$ cat config.mk
export PLATFORM = sky130hd
export DESIGN_NAME = pc_fetch_sequencer
export DESIGN_NICKNAME = d
export VERILOG_FILES = /design/src/rtl/pc_fetch_sequencer_pkg.sv /design/src/rtl/pc_next_mux.sv /design/src/rtl/pc_fetch_sequencer.sv
export SDC_FILE = /design/constraint.sdc
export NUM_CORES = 1
export LEC_CHECK = 0
export CORE_ASPECT_RATIO = 2
export CORE_UTILIZATION = 41
export DETAILED_ROUTE_END_ITERATION = 12
export PLACE_DENSITY_LB_ADDON = 0.3
export SETUP_SLACK_MARGIN = 0.5
export SKIP_CTS_REPAIR_TIMING = 1
export SLEW_MARGIN = 20
export SYNTH_ARGS = -nofsm -noshare
export SYNTH_HDL_FRONTEND = slang
export SYNTH_SLANG_ARGS = --single-unit
$ cat constraint.sdc
create_clock -name clk -period 4.2 [get_ports clk]
set_clock_uncertainty 0.15 [all_clocks]
set_input_delay 0.84 -clock clk [delete_from_list [all_inputs] [get_ports clk]]
set_output_delay 0.84 -clock clk [all_outputs]
set_load 0.01 [all_outputs]
$ cat src/rtl/pc_fetch_sequencer_pkg.sv
// Shared types and constants for the KGP-RISC fetch sequencer: FSM state
// encoding, next-PC select codes and the PC increment / alignment constants.
package pc_fetch_sequencer_pkg;

  typedef enum logic [2:0] {
    ST_IDLE   = 3'd0,
    ST_FETCH  = 3'd1,
    ST_ISSUE  = 3'd2,
    ST_HALTED = 3'd3,
    ST_FAULT  = 3'd4
  } state_e;

  typedef enum logic [1:0] {
    SEL_HOLD   = 2'd0,
    SEL_SEQ    = 2'd1,
    SEL_TARGET = 2'd2
  } pc_sel_e;

  localparam logic [31:0] PC_INC           = 32'd4;
  localparam logic [31:0] DEFAULT_RESET_PC = 32'hFFFF_FFFC;
  localparam logic [1:0]  ALIGN_MASK       = 2'b00;
  localparam int unsigned TIMER_W          = 16;

  function automatic logic is_aligned(input logic [31:0] addr);
    return addr[1:0] == ALIGN_MASK;
  endfunction

endpackage

$ cat src/rtl/pc_next_mux.sv
// Next-PC selection: hold, sequential (+4, wrapping modulo 2^32) or redirect
// target, plus a misalignment flag for the redirect target.
module pc_next_mux
  import pc_fetch_sequencer_pkg::*;
(
  input  logic [31:0] i_pc,
  input  logic [1:0]  i_sel,
  input  logic [31:0] i_target,
  output logic [31:0] o_pc_next,
  output logic        o_misaligned
);

  always_comb begin
    o_pc_next = i_pc;
    case (pc_sel_e'(i_sel))
      SEL_SEQ:    o_pc_next = i_pc + PC_INC;
      SEL_TARGET: o_pc_next = i_target;
      default:    o_pc_next = i_pc;
    endcase
  end

  assign o_misaligned = !is_aligned(i_target);

endmodule

$ cat src/rtl/pc_fetch_sequencer.sv
// Program-counter and instruction-fetch sequencer: one imem request at a time,
// each fetched word handed to the datapath over a valid/ready handshake.
module pc_fetch_sequencer
  import pc_fetch_sequencer_pkg::*;
#(
  parameter logic [31:0] RESET_PC = DEFAULT_RESET_PC,
  parameter int unsigned TIMEOUT  = 16
) (
  input  logic        clk,
  input  logic        rst,
  input  logic        start,
  output logic        imem_req,
  output logic [31:0] imem_addr,
  input  logic        imem_ack,
  input  logic [31:0] imem_rdata,
  output logic        instr_valid,
  output logic [31:0] instr,
  output logic [31:0] instr_pc,
  input  logic        instr_ready,
  input  logic        redirect_valid,
  input  logic [31:0] redirect_target,
  input  logic        halt_req,
  output logic [31:0] pc,
  output logic        halted,
  output logic        fault
);

  localparam logic [TIMER_W-1:0] TIMEOUT_LAST = TIMER_W'(TIMEOUT - 1);

  state_e               r_state;
  state_e               w_state_next;
  logic [31:0]          r_pc;
  logic [31:0]          w_pc_next;
  pc_sel_e              w_pc_sel;
  logic                 w_misaligned;
  logic [TIMER_W-1:0]   r_cnt;
  logic [TIMER_W-1:0]   w_cnt_next;
  logic                 w_capture;
  logic [31:0]          r_instr;
  logic [31:0]          r_instr_pc;
  logic                 r_imem_req;
  logic                 r_instr_valid;
  logic                 r_halted;
  logic                 r_fault;

  pc_next_mux u_pc_next_mux (
    .i_pc         (r_pc),
    .i_sel        (w_pc_sel),
    .i_target     (redirect_target),
    .o_pc_next    (w_pc_next),
    .o_misaligned (w_misaligned)
  );

  // NOTE: every signal is given a default before the case so that no path
  // leaves one unassigned, which would otherwise infer a latch.
  always_comb begin
    w_state_next = r_state;
    w_pc_sel     = SEL_HOLD;
    w_cnt_next   = '0;
    w_capture    = 1'b0;
    case (r_state)
      ST_IDLE: begin
        if (start) begin
          w_pc_sel     = SEL_SEQ;
          w_state_next = ST_FETCH;
        end
      end
      ST_FETCH: begin
        if (imem_ack) begin
          w_capture    = 1'b1;
          w_state_next = ST_ISSUE;
        end else if (r_cnt == TIMEOUT_LAST) begin
          w_state_next = ST_FAULT;
        end else begin
          w_cnt_next = r_cnt + 1'b1;
        end
      end
      ST_ISSUE: begin
        // Control inputs only matter on the cycle the datapath accepts.
        if (instr_ready) begin
          if (halt_req) begin
            w_state_next = ST_HALTED;
          end else if (redirect_valid && w_misaligned) begin
            w_state_next = ST_FAULT;
          end else if (redirect_valid) begin
            w_pc_sel     = SEL_TARGET;
            w_state_next = ST_FETCH;
          end else begin
            w_pc_sel     = SEL_SEQ;
            w_state_next = ST_FETCH;
          end
        end
      end
      ST_HALTED: begin
        if (start) begin
          w_pc_sel     = SEL_SEQ;
          w_state_next = ST_FETCH;
        end
      end
      ST_FAULT: w_state_next = ST_FAULT;
      default:  w_state_next = ST_IDLE;
    endcase
  end

  // NOTE: sequential state uses non-blocking assignments so every register
  // samples pre-edge values regardless of statement order.
  always_ff @(posedge clk or posedge rst) begin
    if (rst) begin
      r_state       <= ST_IDLE;
      r_pc          <= RESET_PC;
      r_cnt         <= '0;
      r_instr       <= '0;
      r_instr_pc    <= '0;
      r_imem_req    <= 1'b0;
      r_instr_valid <= 1'b0;
      r_halted      <= 1'b0;
      r_fault       <= 1'b0;
    end else begin
      r_state       <= w_state_next;
      r_pc          <= w_pc_next;
      r_cnt         <= w_cnt_next;
      if (w_capture) begin
        r_instr    <= imem_rdata;
        r_instr_pc <= r_pc;
      end
      // Status outputs are registered from the next state so they never glitch.
      r_imem_req    <= (w_state_next == ST_FETCH);
      r_instr_valid <= (w_state_next == ST_ISSUE);
      r_halted      <= (w_state_next == ST_HALTED);
      r_fault       <= (w_state_next == ST_FAULT);
    end
  end

  assign imem_req    = r_imem_req;
  assign imem_addr   = r_pc;
  assign instr_valid = r_instr_valid;
  assign instr       = r_instr;
  assign instr_pc    = r_instr_pc;
  assign pc          = r_pc;
  assign halted      = r_halted;
  assign fault       = r_fault;

endmodule

# Yosys cells after proc, flatten, opt, wreduce, memory -nomap -nowiden
# Index checks and enable logic that the tools add are counted.
# Widths: inputs -> output; s select.
word_totals:
  ff_bits: 119
  input_bits: 71
  output_inout_bits: 132
  wordCells: 47
op_classes:
  n_addsub: 2
  eq_ne: 11
  muxes: 19
  reduce_logical: 6
op_table:
  columns: ["cell", "n"]
  rows:
  - ["$pmux 32 s2", 1]
  - ["$mux 16", 3]
  - ["$add 32x3->32 const B", 1]
  - ["$mux 3", 6]
  - ["$add 16x1->16 const B", 1]
  - ["$eq 16x4->1 const B", 1]
  - ["$eq 3x2->1 const B", 4]
  - ["$pmux 3 s4", 1]
  - ["$mux 2", 4]
  - ["$eq 3x1->1 const B", 2]
  - ["$eq 3x3->1 const B", 2]
  - ["$pmux 2 s2", 1]
  - ["$logic_not 3->1", 1]
  - ["$mux 1", 3]
  - ["$eq 2x1->1 const B", 1]
  - ["$eq 2x2->1 const B", 1]
  - ["$logic_not 2->1", 1]
  - ["$reduce_bool 2->1", 1]
  - ["$reduce_or 2->1", 1]
  - ["$logic_and 1x1->1", 1]
  - ["$logic_not 1->1", 1]

# Longest topological paths before layout
depth:
  ltp_word: 9
  depth_mapped: 11
  depth_no_buf: 10

# Modules after synthesis
# Synthesis repeated with hierarchy kept, for this count alone.
unflattened:
  cells_unflattened: 515
  hier_area_um2: 5909.4
by_module_without_submodules:
  columns: ["module", "n_inst", "cells_per_inst", "area_each_um2", "seq_area_each_um2"]
  rows:
  - ["pc_fetch_sequencer", 1, 315, 4633.2, 3015.4]
  - ["pc_next_mux", 1, 200, 1276.2, 0.0]

# Worst setup path after synthesis
# No wires, ideal clock.
synth_path:
  kind: "input port to flip-flop"
  start: "in halt_req"
  end: "reg r_pc[28] (netlist: imem_addr[28])"
  setup_ns: 0.084
  arrival_ns: 2.591
  slack_ns: 1.376
  stages: 8
  path_buffers: 1
  path_cell_list: "nor2_1 -> nand2_1 -> nor4b_1 -> ha_1 -> clkbuf_1 -> or4_4 -> o32ai_1 -> nor2_1"
synth_between:
  elab_chain_len: 5
  elab_cells_between_ends: 7
synth_lines:
  columns: ["element", "line_no", "rtl"]
  rows:
  - ["start: declaration", "pc_fetch_sequencer.sv:22", "input logic halt_req,"]
  - ["$mux 2 (*)", "pc_fetch_sequencer.sv:81", "if (halt_req) begin"]
  - ["$mux 2 (*)", "pc_fetch_sequencer.sv:80", "if (instr_ready) begin"]
  - ["$pmux 2 s2 (*)", "pc_fetch_sequencer.sv:61", "case (r_state)"]
  - ["$eq 2x2->1 / $eq 2x1->1 (equally long branches)", "pc_next_mux.sv:15", "case (pc_sel_e'(i_sel))"]
  - ["$pmux 32 s2 / $reduce_bool 2->1 (equally long branches)", null, null]
  - ["end signal: assignment", "pc_fetch_sequencer.sv:120", "r_pc <= w_pc_next;"]
  - ["end: declaration", "pc_fetch_sequencer.sv:32", "logic [31:0] r_pc;"]
# Every way passes the cells marked *; elsewhere a longest branch is shown, timed or not.
# A chain may end at the register's enable or synchronous reset.

# Worst setup path in the final report
layout_path:
  start: "in start"
  end: "reg r_pc[20] (netlist: imem_addr[20])"
layout_between:
  elab_chain_len: 4
  elab_cells_between_ends: 6
layout_lines:
  columns: ["element", "line_no", "rtl"]
  rows:
  - ["start: declaration", "pc_fetch_sequencer.sv:11", "input logic start,"]
  - ["$mux 1 (*)", "pc_fetch_sequencer.sv:63, pc_fetch_sequencer.sv:95", null]
  - ["$pmux 2 s2 (*)", "pc_fetch_sequencer.sv:61", null]
  - ["$eq 2x2->1 / $eq 2x1->1 (equally long branches)", "pc_next_mux.sv:15", null]
  - ["$pmux 32 s2 / $reduce_bool 2->1 (equally long branches)", null, null]
# Marked as above.

==> flow_metrics.py <==
metrics = {
    "global_routing": {
        "grt_max_degree": 51,
        "first_global_vias": 4780,
        "grt_overflow": 0,
        "grt_pass1_wl_um": 24800,
        "antenna_found_initial": 1,
        "grtUsageTotal": 0.222,
    },
    "setup_path": {
        "r2r-end": "imem_addr[28]",
        "cp-start-kind": "primary input",
        "cpPeakStageDelay_ns": 0.72,
        "worstPathArrival_ns": 3.42,
        "critPathRequiredTime_ns": 4.38,
        "crit_chain": "clkdlybuf4s50_1, nor2b_1, nor2_1, nor2_1, o21ai_0, ha_2, nor2_1, buf_4, a22o_1, a311o_1",
        "crit_family": "buffers and inverters",
        "crit_type": "in -> reg",
        "ff2ff_setup_slack_ns": 1.34,
        "worstPathMaxFanout": 35,
        "crit_buf_inv": 2,
        "r2r-start": "r_state[1]",
        "cpMostUsedCell": "nor2_1",
        "crit_path_end_kind": "flop",
        "worst_r2r_path_depth": 6,
        "cp_slowest_cell": "ha_2",
    },
    "clock_tree": {
        "cts_inserted_buffers": 17,
        "clk_latency_ns": 0.40,
        "htree_levels": 4,
        "cts_root_buffer": "clkbuf_16",
        "cts.path.max_buffers": 2,
        "cts_tree": "yes",
        "clock_sinks": 119,
        "path_clk_slew_ns": 0.05,
    },
    "detailed_routing": {
        "wl_per_cell_um": 18.1,
        "drc": 0,
        "vias": 4839,
        "first_pass_iters": 5,
        "drt_iter0_drc": 277,
        "wl_um": 16300,
        "ant_nets": 0,
        "viasPerCell": 5.36,
    },
    "job": {
        "maxCapViolCount": 0,
    },
    "floorplan": {
        "dieHeight_um": 170,
        "boundaryPins": 203,
        "die-area_mm2": 0.0146,
        "start_util": 0.420,
        "fp-row-count": 61,
        "dieWidth_um": 86.1,
        "coreArea_mm2": 0.0138,
    },
    "timing": {
        "slew_headroom": 0.457,
        "fmaxAchievable_mhz": 309,
        "tightest_slew_ns": 0.813,
        "fin_setup_tns_ns": 0,
        "layout_setup_ws_ns": 0.959,
        "min_period_ns": 3.24,
        "final.period_utilization": 0.772,
        "finalHoldViolations": 0,
        "setup_viol": 0,
        "drv_slew": 0,
        "rsz0062_at_grt": "false",
    },
    "cells_and_area": {
        "layout_commonest_cell": "clkdlybuf4s50_1",
        "n_fill_cell": 1124,
        "drive_gt1_frac": 0.212,
        "final_cell_mix": "clkdlybuf4s50_1, dfrtp_1, mux2_2",
        "fin_area_mm2": 0.00840,
        "syn_to_final_growth_pct": 44.9,
        "layout.nets": 773,
    },
    "hold_path": {
        "whs_path_depth": 1,
        "hold_end": "r_cnt[0]",
        "hp-class": "reg -> reg",
        "min-delay-start": "r_cnt[0]",
    },
    "yosys": {
        "synth.distinct_cells": 59,
        "synth_top_area_cell": "dfrtp_1",
        "yosys_warnings": 0,
        "synthCells": 525,
        "syn_nets": 599,
        "synth_top_area_frac": 0.384,
        "synth_ff_type": "dfrtp_1",
        "synthArstFlopShare": 1.00,
        "seq_area_frac_synth": 0.520,
        "synth_edf_count": 0,
        "synthTopCellsByArea": "dfrtp_1, dfstp_2, mux2_2, buf_4, nor2_1",
        "syn-cell-area_mm2": 0.00580,
        "avgSynthCellArea_um2": 11.0,
        "synth-seq-cells": 119,
    },
    "pwr": {
        "ir_worst_vdd_mv": 0.356,
        "p_total_mw": 2.75,
        "power_leakage_nw": 3.49,
        "p_per_area_mw_per_mm2": 328,
    },
    "placement": {
        "io_buffers": 202,
        "place_congestion": 0.904,
        "place_area_mm2": 0.00781,
        "place_hpwl_um": 11900,
        "place_ws_ns": 0.540,
    },
    "status": {
        "status": "completed",
    },
}
## registers in the layout (all words and copies together), names as in the netlist
name	count
r_cnt	16
halted	1
fault	1
imem_req	1
instr_pc	32
imem_addr	32
instr	32
instr_valid	1
r_state	3
## stage by stage
stage / utilization / std cells / hold WS [ns]
2_1_floorplan: - / 525 / 0.297
3_3_place_gp: 0.565 / 869 / 0.312
3_5_place_dp: 0.565 / 869 / 0.321
4_1_cts: 0.608 / 901 / 0.328
5_1_grt: 0.608 / 902 / 0.354
6_report: 0.608 / 902 / 0.325
## power breakdown
| group | internal [mW] | leakage, nW | total, mW | switching, mW |
|---|---|---|---|---|
| Sequential | 1.16 | 1.55 | 1.17 | 0.0127 |
| Clock | 0.926 | 0.285 | 1.45 | 0.523 |
| Combinational | 0.0817 | 1.66 | 0.133 | 0.0511 |
| Total | 2.17 | 3.49 | 2.75 | 0.587 |
## cells by family (layout without fill, tap and decap cells)
kind of cell	count (synthesis)	count (layout)	synth area share
simple gates	162	162	0.152
flops	119	119	0.520
compound gates	91	91	0.101
mux	69	69	0.134
buf+inv	68	255	0.0667
xor+xnor	13	13	0.0196
fa+ha+maj	3	3	0.00648
other cells	0	1	0
## Yosys cell counts (all sizes together), types with 5 or more instances
cell,instances
nand2,19
a22oi,9
a21oi,18
nor4,10
mux2,67
clkbuf,13
nor2,51
nand3,24
nor3,12
dfstp,30
buf,44
xor2,10
and3,8
inv,11
nand4,13
a31oi,5
o21ai,29
dfrtp,89
## worst max-delay path by stage
stage                  start       endpoint  cells past startpoint
floorplan           halt_req  imem_addr[28]                      8
global placement       start  imem_addr[20]                     10
detailed placement     start  imem_addr[20]                     10
CTS                    start  imem_addr[20]                     10
global route           start  imem_addr[20]                     10
finish                 start  imem_addr[20]                     10
## area by class of cell
| type | instances | area [um^2] | area share |
|---|---|---|---|
| multi-input cells | 338 | 2400 | 0.286 |
| flip-flops and latches | 119 | 3020 | 0.359 |
| diodes | 1 | 2.50 | 0.000298 |
| repair buffers | 212 | 2110 | 0.251 |
| clock inverters | 14 | 160 | 0.0191 |
| well taps | 189 | 236 | 0.0282 |
| inverters | 11 | 45.0 | 0.00536 |
| clock buffers | 18 | 429 | 0.0511 |
## metal layers
metal,up-vias,track usage,wire length (um)
met4,0,0.104,540
met3,46,0.0533,802
met1,2380,0.221,5630
li1,2230,-,-
met5,-,0,0
met2,183,0.421,9320
Power figures use the tool's default switching activity.
==> variant: new RTL, same settings <==
The 5 states of `state_e` get a one-hot encoding in 5 bits.
--- a/src/rtl/pc_fetch_sequencer_pkg.sv
+++ b/src/rtl/pc_fetch_sequencer_pkg.sv
@@ -4,8 +4,8 @@
 
-  typedef enum logic [2:0] {
-    ST_IDLE   = 3'd0,
-    ST_FETCH  = 3'd1,
-    ST_ISSUE  = 3'd2,
-    ST_HALTED = 3'd3,
-    ST_FAULT  = 3'd4
+  typedef enum logic [4:0] {
+    ST_IDLE   = 5'b00001,
+    ST_FETCH  = 5'b00010,
+    ST_ISSUE  = 5'b00100,
+    ST_HALTED = 5'b01000,
+    ST_FAULT  = 5'b10000
   } state_e;
Function: same outputs for any inputs over 10 cycles, from zero or initial values and one cycle with rst high; not proved beyond that.
==> variant against the unedited design <==
Sequential cell count grew 2; utilization grew 0.13 points; cell area grew 1.3%; setup slack lost 0.19 ns; synthesized area grew 2.2%; highest routed layer unchanged; non-clock buffer count shrank 2; routed wire length shrank 0.45%; final cell count shrank 0.44%; maximum frequency shrank 5.5%.
Power is not compared: it rests on default switching activity, and its combinational part moved more than twofold at a synthesized area within 25%.
==> variant: results (changes against the unedited design) <==
The aggregate global-route resource usage came to 0.2217 (-0.0007215). The global routing met2 resource utilization came out at 0.4177 (-0.003660). By area the synthesized netlist is led by sky130_fd_sc_hd__dfrtp_1 38%, sky130_fd_sc_hd__dfstp_2 14%, sky130_fd_sc_hd__mux2_2 13%. The fraction of layout cells with a size suffix above 1 is 0.2116 (-0.0005131). The compound-cell area share of the yosys netlist came out at 0.1178 (+0.01681). The number of diodes added for antenna fixing came to 0 (-1). The flow ran to the end, and the final reports show no timing, DRC or antenna violations. The synthesized-area fraction occupied by xor and xnor cells came out at 0.01922 (-0.0004274). The met3 track utilization from global routing came to 0.04582 (-0.007523). The reg-to-reg setup timing slack came out at 1.09 ns (-0.25 ns). The starting DRC count in detailed routing is 260 (-6.1%). Among all stages on the critical path, the largest delay is contributed by sky130_fd_sc_hd__clkdlybuf4s50_1. The routability-driven placement congestion ratio was 0.8692 (-3.9%).

Sorting the synthesized cells by how often they occur yields 90 x sky130_fd_sc_hd__dfrtp_1, 68 x sky130_fd_sc_hd__mux2_2, 32 x sky130_fd_sc_hd__buf_4, 32 x sky130_fd_sc_hd__nor2_1, 31 x sky130_fd_sc_hd__dfstp_2. The insertion delay to the later sink of the worst-skew pair is 0.42 ns (+0.02 ns). The post-synthesis sequential area ratio is 0.5176 (-0.002659). The met2 wire length came out at 9260 um (-0.67%). The met1 layer usage reported by global route came to 0.2345 (+0.01318).

The first-pass GRT wire length came out at 25610 um (+3.4%). The total cell area at the placement stage is 7918 um^2 (+1.4%). The number of antenna violations at the first check in global routing came out at 0 (-1). The largest incremental delay on the critical path is 0.49 ns (-0.23 ns). The total number of nets in the final design came out at 770 (-0.39%). The adder and majority cell fraction of the synthesized area is 0.006336 (-0.0001409). The final HPWL from detailed placement is 11740 um (-1.5%).

The via density per instance is 5.463 (+1.8%). The number of global-route vias before repair is 5089 (+6.5%). The arrival time at the worst endpoint came out at 3.62 ns (+0.20 ns).
-- variant: final timing paths --
kind | end | cells past startpoint
worst min-delay path | r_cnt[0] | 1
max in group asynchronous | imem_addr[6] | 3
worst min register to register | r_cnt[0] | 1
worst max-delay path | imem_addr[25] | 11
worst max register to register | imem_addr[25] | 11
min in group asynchronous | instr[7] | 2
-- variant: worst register-to-register path, delay by kind of cell, from the launching register on --
kind	cells	cell delay (ns)
AO/OA/AOI/OAI	2	0.32
adder cells (fa/ha/maj)	1	0.20
buffers and inverters	2	0.56
flip-flops	1	0.45
multiplexers	1	0.27
AND/OR/NAND/NOR	5	1.10
-- variant: cells by family after synthesis --
kind of cell               after synthesis
AOI/OAI and AO/OA                       98
adders and majority gates                3
and+or+nand+nor                        152
DFF                                    121
muxes                                   69
buffers and inverters                   71
xor gates and xnor gates                13
-- variant: power groups by stage --
| stage | sequential, W | clock (W) | combinational, W |
|---|---|---|---|
| floorplan | 0.00177 | 0 | 0.000556 |
| global placement | 0.00167 | 0 | 0.00137 |
| detailed placement | 0.00170 | 0 | 0.00141 |
| CTS | 0.00168 | 0.00150 | 0.00141 |
| global route | 0.00171 | 0.00154 | 0.00150 |
| finish | 0.00168 | 0.00147 | 0.00139 |
-- variant: through the flow --
stage / cells / setup WS (ns)
after floorplan: 527 / 1.065
after detailed placement: 866 / 0.3274
after global placement: 866 / 0.4498
after global routing: 898 / 0.5071
final: 898 / 0.7708
after CTS: 898 / 0.7471
-- variant: layout make-up --
type                            instances  area [um^2]
Fill cell                            1155         5455
Sequential cell                       121         3067
Clock inverter                         15        166.4
Multi-Input combinational cell        335         2465
Inverter                               11        45.04
Clock buffer                           17        425.4
Timing Repair Buffer                  210         2107
Tap cell                              189        236.5
